<file path="src/rtl/nco_sine_reader.sv">
// Read side of the two-RAM NCO: phase accumulator driving a 512-entry sine lookup
// split across two 256-word RAM banks, with a two-stage read pipeline.
module nco_sine_reader #(
  parameter int PHASE_W = 24,
  parameter int DATA_W  = 16,
  parameter int ADDR_W  = 8
) (
  input  logic               clk,
  input  logic               rst,
  input  logic               tables_ready,
  input  logic               en,
  input  logic               fcw_load,
  input  logic [PHASE_W-1:0] fcw,
  input  logic [PHASE_W-1:0] phase_off,
  output logic               csb10,
  output logic [ADDR_W-1:0]  addr10,
  input  logic [DATA_W-1:0]  dout10,
  output logic               csb11,
  output logic [ADDR_W-1:0]  addr11,
  input  logic [DATA_W-1:0]  dout11,
  output logic [DATA_W-1:0]  sine_out,
  output logic               sine_valid,
  output logic               busy
);

  typedef enum logic [1:0] {IDLE, RUN, DRAIN} state_t;

  state_t             state_q, state_d;
  logic               drain_cnt_q, drain_cnt_d;
  logic               issue;
  logic [PHASE_W-1:0] acc_q, fcw_q, off_q;
  logic [PHASE_W-1:0] phase_sum;
  logic [8:0]         idx;
  logic               csb10_q, csb11_q;
  logic [ADDR_W-1:0]  addr10_q, addr11_q;
  logic               v1_q, bank_d_q;
  logic [DATA_W-1:0]  sine_out_q;
  logic               sine_valid_q;

  assign phase_sum = acc_q + off_q;
  assign idx       = phase_sum[PHASE_W-1 -: 9];

  always_ff @(posedge clk) begin
    if (rst) begin
      state_q     <= IDLE;
      drain_cnt_q <= 1'b0;
    end else begin
      state_q     <= state_d;
      drain_cnt_q <= drain_cnt_d;
    end
  end

  // A lookup is issued on the same edge that enters RUN, so csb drops one edge after ready is seen.
  always_comb begin
    state_d     = state_q;
    drain_cnt_d = drain_cnt_q;
    issue       = 1'b0;
    case (state_q)
      IDLE: begin
        if (en && tables_ready) begin
          state_d = RUN;
          issue   = 1'b1;
        end
      end
      RUN: begin
        if (en && tables_ready) begin
          issue = 1'b1;
        end else begin
          state_d     = DRAIN;
          drain_cnt_d = 1'b0;
        end
      end
      DRAIN: begin
        drain_cnt_d = 1'b1;
        if (drain_cnt_q) begin
          state_d     = IDLE;
          drain_cnt_d = 1'b0;
        end
      end
      default: begin
        state_d     = IDLE;
        drain_cnt_d = 1'b0;
      end
    endcase
  end

  always_ff @(posedge clk) begin
    if (rst) begin
      acc_q        <= '0;
      fcw_q        <= '0;
      off_q        <= '0;
      csb10_q      <= 1'b1;
      csb11_q      <= 1'b1;
      addr10_q     <= '0;
      addr11_q     <= '0;
      v1_q         <= 1'b0;
      bank_d_q     <= 1'b0;
      sine_out_q   <= '0;
      sine_valid_q <= 1'b0;
    end else begin
      if (fcw_load) begin
        fcw_q <= fcw;
        off_q <= phase_off;
      end
      if (issue) begin
        acc_q <= acc_q + fcw_q;
      end
      csb10_q <= ~(issue & ~idx[8]);
      csb11_q <= ~(issue & idx[8]);
      if (issue && !idx[8]) begin
        addr10_q <= ADDR_W'(idx[7:0]);
      end
      if (issue && idx[8]) begin
        addr11_q <= ADDR_W'(idx[7:0]);
      end
      // The RAM latches on the edge after csb drops; its data is captured one edge later.
      v1_q         <= ~(csb10_q & csb11_q);
      bank_d_q     <= ~csb11_q;
      sine_valid_q <= v1_q;
      if (v1_q) begin
        sine_out_q <= bank_d_q ? dout11 : dout10;
      end
    end
  end

  assign csb10      = csb10_q;
  assign csb11      = csb11_q;
  assign addr10     = addr10_q;
  assign addr11     = addr11_q;
  assign sine_out   = sine_out_q;
  assign sine_valid = sine_valid_q;
  assign busy       = (state_q != IDLE);

endmodule

</file>
<file path="config.mk">
export PLATFORM = sky130hd
export DESIGN_NAME = nco_sine_reader
export DESIGN_NICKNAME = d
export VERILOG_FILES = /design/src/rtl/nco_sine_reader.sv
export SDC_FILE = /design/constraint.sdc
export NUM_CORES = 1
export LEC_CHECK = 0
export ABC_AREA = 1
export CORE_UTILIZATION = 58
export DETAILED_ROUTE_END_ITERATION = 12
export HOLD_SLACK_MARGIN = 0.12
export PLACE_DENSITY = 0.83
export SYNTH_ARGS = -nofsm -noshare
export SYNTH_HDL_FRONTEND = slang
export SYNTH_SLANG_ARGS = --single-unit
</file>
<file path="constraint.sdc">
create_clock -name clk -period 3.6 [get_ports clk]
set_input_delay 0.72 -clock clk [delete_from_list [all_inputs] [get_ports clk]]
set_output_delay 0.72 -clock clk [all_outputs]
set_load 0.1 [all_outputs]
</file>
==> flow_summary.json <==
{
  "status": "completed",
  "hold_start": "csb10$_SDFF_PP1_",
  "clk_pin_slew_ns": 0.08,
  "cp-start-kind": "flip-flop",
  "ir_worst_vdd_v": 0.000390,
  "via_count": 7270,
  "grt_usage_pct": 31.2,
  "synth_edf_count": 0,
  "antenna_found_initial": 0,
  "io_pins": 121,
  "final_area_sq_mm": 0.00870,
  "port-buffer-count": 120,
  "cts_buffers": 9,
  "required_ns": 2.88,
  "yosysUniqueCellTypes": 34,
  "setup_viol": 0,
  "die_area_sq_mm": 0.0126,
  "yosys.area.top_type": "dfxtp_1",
  "drtIter0Drc": 586,
  "crit_fanout": 3,
  "cts_sinks": 112,
  "placementRows": 39,
  "critPathCaptureType": "output port",
  "fin_nets": 1383,
  "hp-class": "flip-flop to flip-flop",
  "antenna_cells": 0,
  "wl_per_cell_um": 13.6,
  "worst-path-buf-inv": 1,
  "relSlewSlack_pct": 32.6,
  "hold_end": "v1_q$_SDFF_PP0_",
  "slowest_delay_ns": 1.15,
  "grt_overflow": 0,
  "ant_nets": 0,
  "holdBufCountCts": 0,
  "seq_power_share_pct": 42.4,
  "synth_top_area_share_pct": 31.7,
  "slew_viol_final": 0,
  "p_int_mw": 2.18,
  "start_util_pct": 60.6,
  "crit_family": "buffers and inverters",
  "finalCriticalPeriod_ns": 2.59,
  "max_cap_viol_count": 0,
  "p_leak_nw": 4.48,
  "net-switching-power_mw": 1.10,
  "syn-instance-count": 1146,
  "fin_util_pct": 74.6,
  "grt_max_degree": 62,
  "p_per_area_mw_per_mm2": 376,
  "syn_area_per_cell_sq_um": 6.17,
  "h-tree-depth": 3,
  "synth-seq-cells": 112,
  "yosysMostFrequentCell": "nand2_1",
  "viasPerCell": 5.19,
  "fin_tns_setup_ns": 0,
  "hold_slack_ns": 0.457,
  "grt_pass1_wl_um": 31200,
  "async_reset_ff_share_pct": 0,
  "total_power_mw": 3.27,
  "synthTopCellsByCount": "nand2_1, nor2_1, inv_1",
  "post-route-period-util_pct": 72.0,
  "setup_ws_ns": 1.01,
  "cp.arrival_ns": 1.87,
  "hpwl_um": 14600,
  "first_pass_iters": 5,
  "comb_power_share_pct": 26.1,
  "worstPathCellList": "clkdlybuf4s50_1",
  "cts_setup_buffers": 0,
  "grt_pass1_vias": 6707,
  "core_sq_mm": 0.0117,
  "r2r_slack_ns": 1.42,
  "ys.flop_type": "dfxtp_1",
  "clock-root-buffer": "clkbuf_16",
  "worstSkewPairLatency_ns": 0.36,
  "dp.cells": 1384,
  "yosys-top-cells-area": "dfxtp_1, nand2_1, nor2_1",
  "final-instance-count-excl-fill": 1400,
  "dp_slack_ns": 1.20,
  "crit_type": "flip-flop to output port",
  "cp_slowest_cell": "clkdlybuf4s50_1",
  "route.detailed.drc": 0,
  "drive_above_1_share_pct": 3.90,
  "synth-seq-area-share_pct": 31.7,
  "r2r_start": "acc_q[0]$_SDFFE_PP0P_",
  "fin_skew_ns": 0.00867,
  "routabilityCongestion": 0.963,
  "rsz0062_at_grt": "false",
  "syn_area_sq_mm": 0.00707,
  "yosys_warnings": 0,
  "swShare_pct": 33.5,
  "cts_buffer_depth": 2,
  "min_path_cells": 1,
  "cts_tree": "yes",
  "die_w_um": 112,
  "syn_nets": 1277,
  "clkPwrFrac_pct": 31.5,
  "ctsResizeCount": 0,
  "r2r_cells": 11,
  "worst_pin_slew_ns": 1.01,
  "die_h_um": 112,
  "area_growth_pct": 23.1,
  "r2r_end": "acc_q[12]$_SDFFE_PP0P_",
  "postPlaceCellArea_sq_mm": 0.00840,
  "wirelength_um": 19100,
  "fmax_ghz": 0.386,
  "hold_violations": 0,
  "n_fill_cell": 1023
}
## worst max-delay path by stage
stage | startpoint | cells past startpoint | to | slack [ns]
2_1_floorplan | acc_q[0]$_SDFFE_PP0P_ | 11 | acc_q[12]$_SDFFE_PP0P_ | 1.65
5_1_grt | csb11$_SDFF_PP1_ | 1 | csb11 | 0.95
4_1_cts | csb11$_SDFF_PP1_ | 1 | csb11 | 0.99
6_report | csb11$_SDFF_PP1_ | 1 | csb11 | 1.01
3_5_place_dp | en | 8 | addr11[0]$_SDFFE_PP0P_ | 1.20
3_3_place_gp | en | 7 | addr11[4]$_SDFFE_PP0P_ | 1.24
## cell usage in the layout (no fill, tap or decap), types with 3 or more instances in the layout
cell,netlist,layout
a21o_1,4,4
a21oi_1,71,71
a21oi_2,3,3
buf_4,0,7
clkbuf_16,0,9
clkdlybuf4s50_1,0,119
dfxtp_1,112,112
ha_1,45,45
inv_1,167,166
inv_2,2,3
inv_6,0,3
nand2_1,291,291
nand2_2,9,9
nand3_1,48,48
nand3b_1,3,3
nand4_1,14,14
nor2_1,215,215
nor2_2,4,3
nor3_1,4,4
o21a_1,3,3
o21ai_0,91,91
xnor2_1,3,3
xor2_1,7,7
## kinds of logic after synthesis
group	synth area share [%]
DFF	31.7
xor gates and xnor gates	1.24
adders and majority gates	8.25
AOI/OAI and AO/OA	13.4
buffers and inverters	10.9
and+or+nand+nor	34.5
## power groups by stage
stage               Clock (mW)  Combinational (mW)  Sequential, mW
finish                    1.03               0.853            1.39
floorplan                    0               0.435            1.55
CTS                       1.04               0.851            1.38
detailed placement           0               0.844            1.41
global placement             0               0.832            1.41
global route              1.09               0.939            1.39
## area by class of cell
type                            count  area [sq um]  area share (%)
Multi-Input combinational cell    831          4060            46.7
Sequential cell                   112          2240            25.8
Timing Repair Buffer              128          1280            14.8
Inverter                          170           638            7.33
Clock buffer                       11           233            2.68
Tap cell                          143           179            2.06
Clock inverter                      5          63.8           0.733
## metal layers
metal | share of wire (%) | vias up | global-route usage, %
li1 | - | 3812 | -
met1 | 44 | 3211 | 39.5
met3 | 5.6 | 37 | 5.24
met5 | 0 | - | 0
met4 | 2.5 | 0 | 9.60
met2 | 48 | 210 | 54.2
## registers in the layout (all words and copies together) (netlist names), 2 cells and up
name,count
off_q,24
acc_q,24
sine_out,16
fcw_q,24
state_q,2
addr11,8
addr10,8
(Power assumes the default switching activity.)
